$ cat src/rtl/id_ex_pkg.sv
// Package id_ex_pkg
// Shared definitions for the ID/EX pipeline stage. It holds the width and
// bit positions of the 8-bit control bundle, the ALUOp encodings and a
// packed struct view of that bundle.
// Bundle packing, MSB first:
//   {Branch, MemRead, MemToReg, ALUOp[1:0], MemWrite, ALUSrc, RegWrite}
package id_ex_pkg;

  localparam int CTRL_W = 8;

  localparam int CTRL_BRANCH   = 7;
  localparam int CTRL_MEMREAD  = 6;
  localparam int CTRL_MEMTOREG = 5;
  localparam int CTRL_ALUOP_HI = 4;
  localparam int CTRL_ALUOP_LO = 3;
  localparam int CTRL_MEMWRITE = 2;
  localparam int CTRL_ALUSRC   = 1;
  localparam int CTRL_REGWRITE = 0;

  // ALUOp encodings: add for address generation (ld/sd), subtract-compare
  // for branches, and "decode funct" for R-type/I-type arithmetic.
  localparam logic [1:0] ALUOP_ADD   = 2'b00;
  localparam logic [1:0] ALUOP_BR    = 2'b01;
  localparam logic [1:0] ALUOP_FUNCT = 2'b10;

  // Field order matches the bit-index constants above, so a cast between
  // ctrl_t and logic [CTRL_W-1:0] keeps every bit in place.
  typedef struct packed {
    logic       branch;
    logic       mem_read;
    logic       mem_to_reg;
    logic [1:0] alu_op;
    logic       mem_write;
    logic       alu_src;
    logic       reg_write;
  } ctrl_t;

endpackage

$ cat src/rtl/id_ex_stage_hazard.sv
// Module hazard_detect_unit
// Combinational load-use hazard detection. A hazard exists when the
// instruction in EX is a real load writing a non-zero register that the
// instruction in ID reads.
// Ports:
//   ex_valid, ex_mem_read, ex_rd : state of the instruction currently in EX
//   id_valid, id_rs1, id_rs2     : the instruction waiting in ID
//   hazard                       : 1 = ID must wait one cycle for the load data
module hazard_detect_unit
  import id_ex_pkg::*;
#(
  parameter int RADDR_W = 5
) (
  input  logic               ex_valid,
  input  logic               ex_mem_read,
  input  logic [RADDR_W-1:0] ex_rd,
  input  logic               id_valid,
  input  logic [RADDR_W-1:0] id_rs1,
  input  logic [RADDR_W-1:0] id_rs2,
  output logic               hazard
);

  logic rd_nonzero;
  logic src_match;

  // Both sources are always compared, even for formats without rs2. A false
  // match only costs a bubble, which is cheaper than decoding the format here.
  // x0 is never a real destination, so a load into x0 cannot create a hazard.
  always_comb begin
    rd_nonzero = (ex_rd != '0);
    src_match  = (ex_rd == id_rs1) || (ex_rd == id_rs2);
    hazard     = ex_valid && ex_mem_read && rd_nonzero && src_match && id_valid;
  end

endmodule

$ cat src/rtl/id_ex_stage.sv
// Module id_ex_stage
// ID/EX pipeline register. It captures the decoded control bundle, the
// operands, the immediate and the register indices of the ID instruction.
// It inserts a bubble on a load-use hazard or a flush, and it freezes on hold.
// Ports:
//   clk, reset             : clock, synchronous active-high reset
//   id_*                   : ID-stage instruction fields (valid, pc, data, imm,
//                            indices, funct, control bundle)
//   flush_i                : kill the ID->EX transfer (taken branch)
//   hold_i                 : freeze the whole stage (downstream busy)
//   stall_o                : freeze PC / IF-ID (hazard or hold)
//   ex_*                   : registered copies presented to EX
//   bubble_cnt, flush_cnt  : saturating event counters
module id_ex_stage
  import id_ex_pkg::*;
#(
  parameter int XLEN    = 64,
  parameter int RADDR_W = 5,
  parameter int CNT_W   = 32
) (
  input  logic               clk,
  input  logic               reset,
  input  logic               id_valid,
  input  logic [XLEN-1:0]    id_pc,
  input  logic [XLEN-1:0]    id_rs1_data,
  input  logic [XLEN-1:0]    id_rs2_data,
  input  logic [XLEN-1:0]    id_imm,
  input  logic [RADDR_W-1:0] id_rs1,
  input  logic [RADDR_W-1:0] id_rs2,
  input  logic [RADDR_W-1:0] id_rd,
  input  logic [3:0]         id_funct,
  input  logic [CTRL_W-1:0]  id_ctrl,
  input  logic               flush_i,
  input  logic               hold_i,
  output logic               stall_o,
  output logic               ex_valid,
  output logic [XLEN-1:0]    ex_pc,
  output logic [XLEN-1:0]    ex_rs1_data,
  output logic [XLEN-1:0]    ex_rs2_data,
  output logic [XLEN-1:0]    ex_imm,
  output logic [RADDR_W-1:0] ex_rs1,
  output logic [RADDR_W-1:0] ex_rs2,
  output logic [RADDR_W-1:0] ex_rd,
  output logic [3:0]         ex_funct,
  output logic [CTRL_W-1:0]  ex_ctrl,
  output logic [CNT_W-1:0]   bubble_cnt,
  output logic [CNT_W-1:0]   flush_cnt
);

  logic               valid_q,     valid_d;
  logic [XLEN-1:0]    pc_q,        pc_d;
  logic [XLEN-1:0]    rs1_data_q,  rs1_data_d;
  logic [XLEN-1:0]    rs2_data_q,  rs2_data_d;
  logic [XLEN-1:0]    imm_q,       imm_d;
  logic [RADDR_W-1:0] rs1_q,       rs1_d;
  logic [RADDR_W-1:0] rs2_q,       rs2_d;
  logic [RADDR_W-1:0] rd_q,        rd_d;
  logic [3:0]         funct_q,     funct_d;
  logic [CTRL_W-1:0]  ctrl_q,      ctrl_d;
  logic [CNT_W-1:0]   bubble_cnt_q, bubble_cnt_d;
  logic [CNT_W-1:0]   flush_cnt_q,  flush_cnt_d;

  logic  hazard;
  ctrl_t ex_ctrl_s;

  assign ex_ctrl_s = ctrl_t'(ctrl_q);

  hazard_detect_unit #(
    .RADDR_W (RADDR_W)
  ) u_hazard (
    .ex_valid    (valid_q),
    .ex_mem_read (ex_ctrl_s.mem_read),
    .ex_rd       (rd_q),
    .id_valid    (id_valid),
    .id_rs1      (id_rs1),
    .id_rs2      (id_rs2),
    .hazard      (hazard)
  );

  // The hazard term is masked during reset: the EX contents are about to be
  // cleared, so only an external hold may freeze the front end in that cycle.
  assign stall_o = (hazard && !reset) || hold_i;

  // Next-state selection. Hold freezes everything. A flush beats a hazard:
  // the ID instruction is dead anyway, so it counts only as a flush bubble.
  // Bubbles carry an all-zero control bundle and never write state.
  always_comb begin
    valid_d      = valid_q;
    pc_d         = pc_q;
    rs1_data_d   = rs1_data_q;
    rs2_data_d   = rs2_data_q;
    imm_d        = imm_q;
    rs1_d        = rs1_q;
    rs2_d        = rs2_q;
    rd_d         = rd_q;
    funct_d      = funct_q;
    ctrl_d       = ctrl_q;
    bubble_cnt_d = bubble_cnt_q;
    flush_cnt_d  = flush_cnt_q;

    if (hold_i) begin
      valid_d = valid_q;
    end else if (flush_i || hazard) begin
      valid_d    = 1'b0;
      pc_d       = '0;
      rs1_data_d = '0;
      rs2_data_d = '0;
      imm_d      = '0;
      rs1_d      = '0;
      rs2_d      = '0;
      rd_d       = '0;
      funct_d    = '0;
      ctrl_d     = '0;
      if (flush_i) begin
        if (id_valid && (flush_cnt_q != '1)) begin
          flush_cnt_d = flush_cnt_q + CNT_W'(1);
        end
      end else if (bubble_cnt_q != '1) begin
        bubble_cnt_d = bubble_cnt_q + CNT_W'(1);
      end
    end else begin
      valid_d    = id_valid;
      pc_d       = id_pc;
      rs1_data_d = id_rs1_data;
      rs2_data_d = id_rs2_data;
      imm_d      = id_imm;
      rs1_d      = id_rs1;
      rs2_d      = id_rs2;
      rd_d       = id_rd;
      funct_d    = id_funct;
      ctrl_d     = id_valid ? id_ctrl : '0;
    end
  end

  // State registers with synchronous reset.
  always_ff @(posedge clk) begin
    if (reset) begin
      valid_q      <= 1'b0;
      pc_q         <= '0;
      rs1_data_q   <= '0;
      rs2_data_q   <= '0;
      imm_q        <= '0;
      rs1_q        <= '0;
      rs2_q        <= '0;
      rd_q         <= '0;
      funct_q      <= '0;
      ctrl_q       <= '0;
      bubble_cnt_q <= '0;
      flush_cnt_q  <= '0;
    end else begin
      valid_q      <= valid_d;
      pc_q         <= pc_d;
      rs1_data_q   <= rs1_data_d;
      rs2_data_q   <= rs2_data_d;
      imm_q        <= imm_d;
      rs1_q        <= rs1_d;
      rs2_q        <= rs2_d;
      rd_q         <= rd_d;
      funct_q      <= funct_d;
      ctrl_q       <= ctrl_d;
      bubble_cnt_q <= bubble_cnt_d;
      flush_cnt_q  <= flush_cnt_d;
    end
  end

  assign ex_valid    = valid_q;
  assign ex_pc       = pc_q;
  assign ex_rs1_data = rs1_data_q;
  assign ex_rs2_data = rs2_data_q;
  assign ex_imm      = imm_q;
  assign ex_rs1      = rs1_q;
  assign ex_rs2      = rs2_q;
  assign ex_rd       = rd_q;
  assign ex_funct    = funct_q;
  assign ex_ctrl     = ctrl_q;
  assign bubble_cnt  = bubble_cnt_q;
  assign flush_cnt   = flush_cnt_q;

endmodule

$ cat config.mk
export PLATFORM = sky130hd
export DESIGN_NAME = id_ex_stage
export DESIGN_NICKNAME = d
export VERILOG_FILES = /design/src/rtl/id_ex_pkg.sv /design/src/rtl/id_ex_stage_hazard.sv /design/src/rtl/id_ex_stage.sv
export SDC_FILE = /design/constraint.sdc
export NUM_CORES = 1
export LEC_CHECK = 0
export ABC_AREA = 0
export BUFFER_PORTS_ARGS = -buffer_cell sky130_fd_sc_hd__buf_2
export CORE_AREA = 2 2 248 250
export CTS_BUF_LIST = sky130_fd_sc_hd__clkbuf_4
export CTS_CLUSTER_SIZE = 10
export DETAILED_ROUTE_END_ITERATION = 10
export DIE_AREA = 0 0 250 252
export SLEW_MARGIN = 20
export SYNTH_ARGS = -nofsm -noshare
export SYNTH_HDL_FRONTEND = slang
export SYNTH_SLANG_ARGS = --single-unit
$ cat constraint.sdc
create_clock -name clk -period 6.3 [get_ports clk]
set_input_delay 0.63 -clock clk [delete_from_list [all_inputs] [get_ports clk]]
set_output_delay 0.63 -clock clk [all_outputs]
set_load 0.05 [all_outputs]
==> impl_metrics.toml, run 1 <==
[min_path]
hp-class = "primary input to flop"
min_from = "id_pc[3]"

[logic_synthesis]
syn_area_mm2 = 0.0126
synthMuxAreaShare_pct = 0.604
ys.flop_type = "dfxtp_1"
async_reset_ff_share_pct = 0
synth_edf_count = 0
yosysSeqAreaShare_pct = 55.2
synth_common_cells = "348 x dfxtp_1, 331 x nor2_1, 275 x a22oi_1"
post-synth-top-count-cell = "dfxtp_1"
ys_warn_count = 0
synth_top_family_by_area = "compound AO/OA/AOI/OAI gates"
netlist_instances = 1347
synth_top_area_share_pct = 55.2
synth.area.top_cells = "dfxtp_1 55%, a22oi_1 16%, nor2_1 9.8%"
avgSynthCellArea_um2 = 9.37
synth.largest_area_cell = "dfxtp_1"
yosys.cell_types.count = 55
synth-seq-cells = 348
synth_xor_xnor_area_share_pct = 2.64
synth_fa_ha_area_share_pct = 0.198
synth_compound_gate_area_share_pct = 20.4
synthSimpleGateAreaFrac_pct = 16.8
synth_fp_nets = 1637

[cts]
postCtsSetupRepairBufs = 0
worstSkewPairLatency_ns = 0.82
cts_tree = "yes"
ctsHoldBuffers = 271
clkTransAtPathRegs_ns = 0.08
clockBufferDepth = 3
cts.repair.resized = 0
ctsHtreeMaxLevel = 3
numClockSinks = 348
cts_inserted_buffers = 95
cts-root-buf = "clkbuf_4"

[critical_path]
cp-endpoint = "stall_o"
cp.required_ns = 5.67
timing.rr.start = "ex_rd[3]"
crit_path_end_kind = "primary output"
rr_worst_depth = 5
crit_chain = "nor2_1, a21oi_1, and2_1, a21o_1, buf_2"
arrival_ns = 3.08
startpoint = "ex_rd[3]"
slowest_delay_ns = 0.67
critPathLaunchType = "flop"
worst-path-max-fanout = 10
cp_slowest_cell = "a21oi_1"
rr_endpoint = "bubble_cnt[15]"
worst-r2r-setup-slack_ns = 3.58
crit_type = "flop to primary output"

[global_routing]
grt_max_degree = 178
grt_pass1_vias = 14000
grt_usage_pct = 14.8
grt-ovfl-total = 0
grt_pass1_wl_um = 75500
antenna_found_initial = 5

[timing]
whs_ns = 0.135
grt_setup_unrepaired = "false"
final_hold_viol_count = 0
slew_headroom_pct = 30.8
setup_viol = 0
maxSlewViolCount = 0
setup_tns_ns = 0
tightest_slew_ns = 1.04
fin_worst_skew_ns = 0.0828
fin_crit_ns = 3.71
fmax_ghz = 0.270
fin_crit_sh_pct = 58.8

[pwr]
finalPower_uw = 5150
power_density_mw_per_mm2 = 253
leakage_uw = 0.00927
peakVddDrop_mv = 0.161

[detailed_routing]
drt_iter0_drc = 970
post_drt_via_cell_ratio = 4.54
drt_wl_total_um = 50500
ant_nets = 0
firstDrtPassIters = 8
routedWlPerCell_um = 16.2
drc_errors = 0
vias = 14200

[die]
fp.dieW_um = 250
dieHeight_um = 252
initial_core_util_pct = 21.0
io_pins = 637
die_area_mm2 = 0.0630
design.core.area_mm2 = 0.0601
num_rows = 90

[placed_design]
portBuffers = 636
placed_cells = 2663
place_congestion = 0.835
hpwl_um = 32800

[layout]
nets = 2539
final_util_pct = 33.9
drive_above_1_share_pct = 34.8
layout.cells.non_filler = 3116
fill_cells = 6090
area_delta_synth_final_pct = 61.7

[outcome]
status = "finished, final reports clean"

[job]
drv_cap = 0
## where the power goes
part	total [uW]	internal (uW)	leakage, uW	switching [uW]
Sequential	2310	2270	0.00283	42.4
Combinational	784	292	0.00571	492
Clock	2060	1050	0.000728	1010
Total	5150	3610	0.00927	1550
## per-stage QoR
| stage | cell area (um2) | worst slack, ns |
|---|---|---|
| after global routing | 20400 | 2.33 |
| after detailed placement | 16500 | 3.09 |
| after floorplan | 12600 | 3.66 |
| after global placement | 16500 | 3.21 |
| final | 20400 | 2.59 |
| after CTS | 20400 | 2.46 |
## state kept, by name, summed over array words and instances, names as in the netlist
signal	count
ex_imm	64
ex_pc	64
ex_rs1_data	64
ex_rs2_data	64
bubble_cnt	32
flush_cnt	32
ex_ctrl	8
ex_rd	5
ex_rs1	5
ex_rs2	5
ex_funct	4
ex_valid	1
## layer usage
metal  vias up  wire length, um  track usage (%)
li1       6695                -                -
met1      6690            20100             16.7
met2       628            24500             25.0
met3       136             3990             5.02
met4         4             1960             7.58
met5         -               24                0
## cells in the final DEF, fill, tap and decap left out, types with 8 or more instances in the layout
master | netlist | final
a22oi_1 | 275 | 275
xnor2_1 | 21 | 21
nor3_1 | 8 | 8
xor2_1 | 17 | 17
nand3_1 | 20 | 20
or3_1 | 18 | 18
nand4_1 | 25 | 25
or4_1 | 8 | 8
clkbuf_4 | 0 | 129
o21ai_0 | 19 | 19
a21oi_1 | 30 | 29
dlygate4sd3_1 | 0 | 271
clkinv_1 | 0 | 29
a32oi_1 | 8 | 8
inv_1 | 14 | 14
nand2_1 | 28 | 28
buf_2 | 30 | 634
dfxtp_1 | 348 | 348
clkinv_2 | 0 | 10
nor2_1 | 331 | 331
## final cells by class
type / instances / area, um2 / area share (%)
Tap cell: 782 / 978 / 4.79
Timing Repair Buffer: 914 / 6020 / 29.5
Sequential cell: 348 / 6970 / 34.1
Multi-Input combinational cell: 876 / 5150 / 25.2
Antenna cell: 6 / 15.0 / 0.0736
Inverter: 14 / 52.6 / 0.257
Clock inverter: 47 / 260 / 1.27
Clock buffer: 129 / 968 / 4.74
## worst max-delay path, delay by kind of cell (launching register included)
| kind | cells | cell delay [ns] |
|---|---|---|
| AND/OR/NAND/NOR | 2 | 0.65 |
| flip-flops | 1 | 0.46 |
| buffers and inverters | 1 | 0.27 |
| AO/OA/AOI/OAI | 2 | 0.86 |
## cell families (layout without fill, tap and decap cells)
| kind of cell | count (synthesis) | after routing |
|---|---|---|
| compound gates | 354 | 354 |
| xor+xnor | 38 | 38 |
| fa+ha+maj | 2 | 2 |
| buf+inv | 123 | 1104 |
| flops | 348 | 348 |
| mux | 7 | 7 |
| other cells | 0 | 6 |
| simple gates | 475 | 475 |
## worst min path at each step
stage / slack, ns / end / cells past startpoint
floorplan: 0.47 / ex_ctrl[6] / 2
global placement: 0.46 / ex_ctrl[5] / 2
detailed placement: 0.46 / ex_ctrl[4] / 2
CTS: 0.0006 / ex_rs1[2] / 3
global route: 0.04 / ex_rs1_data[61] / 3
finish: 0.13 / ex_pc[3] / 3
No activity file was read; power rests on OpenSTA's default activity.
==> inputs of run 2 (changes only) <==
==> constraint.sdc (replaced) <==
create_clock -name clk -period 3.2 [get_ports clk]
set_input_delay 0.32 -clock clk [delete_from_list [all_inputs] [get_ports clk]]
set_output_delay 0.32 -clock clk [all_outputs]
set_load 0.05 [all_outputs]
==> run 2 against run 1 <==
Net effect: core utilization is 1.1 points higher; critical path depth is 1 higher; worst hold slack improved by 0.15 ns; power increased by 100%; via count up 2.9%; largest cell class unchanged.
==> impl_metrics.toml, run 2 (same netlist as run 1, synthesis figures left out) <==
[outcome]
status = "finished, final reports clean"

[global_routing]
grt_max_degree = 143
grt_pass1_wl_um = 79400
grt_usage_pct = 15.6
antenna_found_initial = 1
grt-ovfl-total = 0
grt_pass1_vias = 14800

[detailed_routing]
drt_iter0_drc = 962
firstDrtPassIters = 5
post_drt_via_cell_ratio = 4.59
routedWlPerCell_um = 16.4
drt_wl_total_um = 52100
vias = 14600
drc_errors = 0
ant_nets = 0

[pwr]
leakage_uw = 0.00964
peakVddDrop_mv = 0.308
power_density_mw_per_mm2 = 488

[cts]
cts_inserted_buffers = 99
cts-root-buf = "clkbuf_4"
clockBufferDepth = 3
cts_tree = "yes"
numClockSinks = 348
ctsHtreeMaxLevel = 3
clkTransAtPathRegs_ns = 0.06
worstSkewPairLatency_ns = 0.80

[critical_path]
cp_slowest_cell = "dfxtp_1"
arrival_ns = 2.55
crit_type = "flop to primary output"
slowest_delay_ns = 0.36
critPathLaunchType = "flop"
cp.required_ns = 2.88
crit_path_end_kind = "primary output"
worst-path-max-fanout = 10
crit_chain = "xnor2_1, nand3_1, o22ai_4, and2_4, a21o_1, buf_2"

[die]
design.core.area_mm2 = 0.0601
die_area_mm2 = 0.0630
dieHeight_um = 252
initial_core_util_pct = 21.0
io_pins = 637
num_rows = 90
fp.dieW_um = 250

[layout]
area_delta_synth_final_pct = 67.0
final_cell_mix = "634 x buf_2, 348 x dfxtp_1, 331 x nor2_1"
layout.cells.non_filler = 3172
layout_commonest_cell = "buf_2"
fill_cells = 5986
drive_above_1_share_pct = 34.8
final_util_pct = 35.1
nets = 2607

[placed_design]
place_ws_ns = 0.423
placed_cells = 2666
hpwl_um = 33100
place_congestion = 0.824
portBuffers = 636

[job]
drv_cap = 0

[timing]
worst_slack_ns = 0.333
maxSlewViolCount = 0
fin_crit_sh_pct = 89.6
fmax_ghz = 0.349
grt_setup_unrepaired = "false"
fin_worst_skew_ns = 0.0419
setup_tns_ns = 0
slew_headroom_pct = 34.0
fin_crit_ns = 2.87
final_hold_viol_count = 0
tightest_slew_ns = 0.990
whs_ns = 0.282
setup_viol = 0

[min_path]
hp-class = "primary input to flop"
==> run 2: cell count changes in the layout (fill, tap and decap cells not counted), moves of 4 or more <==
cell,delta
clkbuf_4,+19
clkinv_1,-16
clkinv_2,-4
dlygate4sd3_1,+56
diode_2,-5
buf_4,+6
==> run 2: timing repair <==
action,4_1_cts,5_1_grt
endpoints found under the hold margin,299,0
pin swaps,1,1
setup buffers,1,4
endpoints found under the setup margin,1,11
resized for setup,3,0
hold buffers,327,0
==> run 2: cell type report <==
| type | instances | area (um2) | area share (%) |
|---|---|---|---|
| well taps | 782 | 978 | 4.64 |
| clock buffers | 148 | 1110 | 5.27 |
| diodes | 1 | 2.50 | 0.0119 |
| flip-flops and latches | 348 | 6970 | 33.0 |
| repair buffers | 978 | 6660 | 31.6 |
| multi-input cells | 876 | 5160 | 24.5 |
| clock inverters | 25 | 151 | 0.718 |
| inverters | 14 | 52.6 | 0.249 |
==> run 2: final timing paths <==
path / from / to / slack, ns / cells past startpoint
max: ex_rd[4] / stall_o / 0.33 / 6
min reg2reg: ex_rs2[4] / ex_rs2[4] / 0.51 / 2
min: id_rs1_data[19] / ex_rs1_data[19] / 0.28 / 4
max reg2reg: ex_rd[4] / ex_pc[13] / 0.46 / 10
==> run 2: metal layers <==
metal / vias up / part of all wire (%) / GRT usage [%]
li1: 6817 / - / -
met1: 6970 / 39 / 17.4
met2: 658 / 50 / 27.4
met3: 123 / 7.3 / 4.27
met4: 0 / 3.4 / 7.73
met5: - / 0 / 0
==> run 2: power breakdown <==
part           total (uW)  switching [uW]  internal [uW]
clock                4140            1940           2200
combinational        1610             988            619
sequential           4550            83.8           4470
==> run 2: per-stage QoR <==
stage          total power [uW]  cell area, um2
3_3_place_gp               5890           16500
2_1_floorplan              5460           12600
3_5_place_dp               5910           16500
6_report                  10300           21100
4_1_cts                   10400           21000
5_1_grt                   10800           21100
==> run 2: worst max-delay path: cells and delay by family (launching register included) <==
family          cells  cell delay, ns
simple gates        2            0.45
flops               1            0.36
buf+inv             1            0.27
xor+xnor            1            0.29
compound gates      2            0.38
==> inputs of run 3 (changes only) <==
--- a/config.mk
+++ b/config.mk
@@ -8,7 +8,7 @@
 export ABC_AREA = 0
 export BUFFER_PORTS_ARGS = -buffer_cell sky130_fd_sc_hd__buf_2
 export CORE_AREA = 2 2 248 250
-export CTS_BUF_LIST = sky130_fd_sc_hd__clkbuf_4
+export CTS_BUF_LIST = sky130_fd_sc_hd__clkbuf_8
 export CTS_CLUSTER_SIZE = 10
 export DETAILED_ROUTE_END_ITERATION = 10
 export DIE_AREA = 0 0 250 252
==> run 3 against run 2 <==
Net effect: non-clock buffer count down 44; combinational power down 2%; final cell count down 3.2%; final area down 1.6%; core utilization down 0.55 points; sequential power about the same; critical path type unchanged.
==> impl_metrics.toml, run 3 (same netlist as run 1, synthesis figures left out) <==
[min_path]
hp-class = "primary input to flop"
min_from = "id_valid"

[cts]
clockBufferDepth = 3
cts_tree = "yes"
worstSkewPairLatency_ns = 0.62
ctsHtreeMaxLevel = 3
cts-root-buf = "clkbuf_8"
clkTransAtPathRegs_ns = 0.06
numClockSinks = 348
cts_inserted_buffers = 66

[placed_design]
place_congestion = 0.824
hpwl_um = 33100
placed_cells = 2666
portBuffers = 636

[die]
design.core.area_mm2 = 0.0601
fp.dieW_um = 250
initial_core_util_pct = 21.0
io_pins = 637
dieHeight_um = 252
num_rows = 90
die_area_mm2 = 0.0630

[detailed_routing]
dr.max_layer_used = "met4"
wl_met1_um = 19900
drt_wl_total_um = 51100
drc_errors = 0
post_drt_via_cell_ratio = 4.61
drt_iter0_drc = 935
ant_nets = 0
routedWlPerCell_um = 16.6
wl_met3_um = 3760
firstDrtPassIters = 8
routed-wl-met2_um = 25200
vias = 14200

[timing]
fin_crit_ns = 3.02
setup_viol = 0
grt_setup_unrepaired = "false"
fin_crit_sh_pct = 94.3
fin_worst_skew_ns = 0.0379
whs_ns = 0.0962
fmax_ghz = 0.331
slew_headroom_pct = 33.8
tightest_slew_ns = 0.993
maxSlewViolCount = 0
final_hold_viol_count = 0
setup_tns_ns = 0

[layout]
layout_commonest_cell = "buf_2"
drive_above_1_share_pct = 33.7
area_delta_synth_final_pct = 64.4
final_cell_mix = "634 x buf_2, 348 x dfxtp_1, 331 x nor2_1"
nets = 2530
layout.cells.non_filler = 3070

[pwr]
p_int_uw = 7640
finalPower_uw = 10700
clkPwrFrac_pct = 42.7
peakVddDrop_mv = 0.308
p_comb_share_pct = 14.7
switching_power_uw = 3050
switching_share_pct = 28.5
leakage_uw = 0.00940
power_frac_seq_pct = 42.6
power_density_mw_per_mm2 = 515

[global_routing]
grt_max_degree = 143
grt-ovfl-total = 0
grt_pass1_wl_um = 77400
grt_pass1_vias = 14300
antenna_found_initial = 1
grt_usage_pct = 15.2

[critical_path]
worst-path-max-fanout = 10
critPathLaunchType = "flop"
cp.required_ns = 2.88
crit_type = "flop to primary output"
crit_path_end_kind = "primary output"
startpoint = "ex_rd[4]"
timing.rr.start = "ex_rd[4]"
arrival_ns = 2.70

[job]
drv_cap = 0

[outcome]
status = "finished, final reports clean"
-- run 3: cell count changes in the layout (fill, tap and decap cells not counted), sizes merged --
cell / before / now
buf: 650 / 649
bufinv: 1 / 2
clkbuf: 149 / 87
clkinv: 21 / 4
clkinvlp: 1 / 4
dlygate4sd3: 327 / 284
inv: 16 / 33
-- run 3: worst paths after layout --
path	slack, ns	cells past startpoint	end
worst max-delay path	0.18	6	stall_o
worst min-delay path	0.1	3	ex_valid
worst max register to register	0.36	8	ex_imm[59]
worst min register to register	0.48	2	ex_ctrl[5]
-- run 3: critical path, cell delays in order, from the launching register on --
cell and delay (ns):
dfxtp_1 0.36, xnor2_1 0.31, nand3_1 0.20, o22ai_4 0.41, and2_2 0.36, a21o_1 0.15
buf_2 0.27
-- run 3: timing repair --
action	in CTS	in global routing
hold endpoints to repair	283	0
hold buffers	284	0
pin swaps	0	1
buffers inserted	0	4
gates cloned	0	0
setup endpoints to repair	1	1
gates resized for setup	2	0
-- run 3: per-stage QoR --
stage                     setup WS (ns)  instance area, um2  utilization [%]
final                             0.182               20800             34.5
after CTS                        0.0648               20700             34.5
after floorplan                   0.717               12600                -
after global placement            0.431               16500             27.4
after global routing           0.000532               20800             34.5
after detailed placement          0.423               16500             27.4
-- run 3: area by class of cell --
cell class,count,area [um2]
Tap cell,782,978
Clock inverter,29,199
Timing Repair Buffer,934,6210
Antenna cell,1,2.50
Multi-Input combinational cell,876,5160
Fill cell,5970,39400
Sequential cell,348,6970
Clock buffer,86,1180
Inverter,14,52.6
-- run 3: routing by layer --
layer	vias up	GRT usage [%]
li1	6618	-
met1	6754	17.2
met2	659	26.1
met3	133	3.93
met4	0	8.57
met5	-	0
-- run 3: power groups by stage --
| stage | registers (uW) | logic [uW] | clock network (uW) |
|---|---|---|---|
| final | 4550 | 1570 | 4560 |
| after global routing | 4560 | 1660 | 4930 |
| after CTS | 4550 | 1550 | 4730 |
| after detailed placement | 4640 | 1270 | 0 |
| after global placement | 4640 | 1250 | 0 |
| after floorplan | 5100 | 359 | 0 |
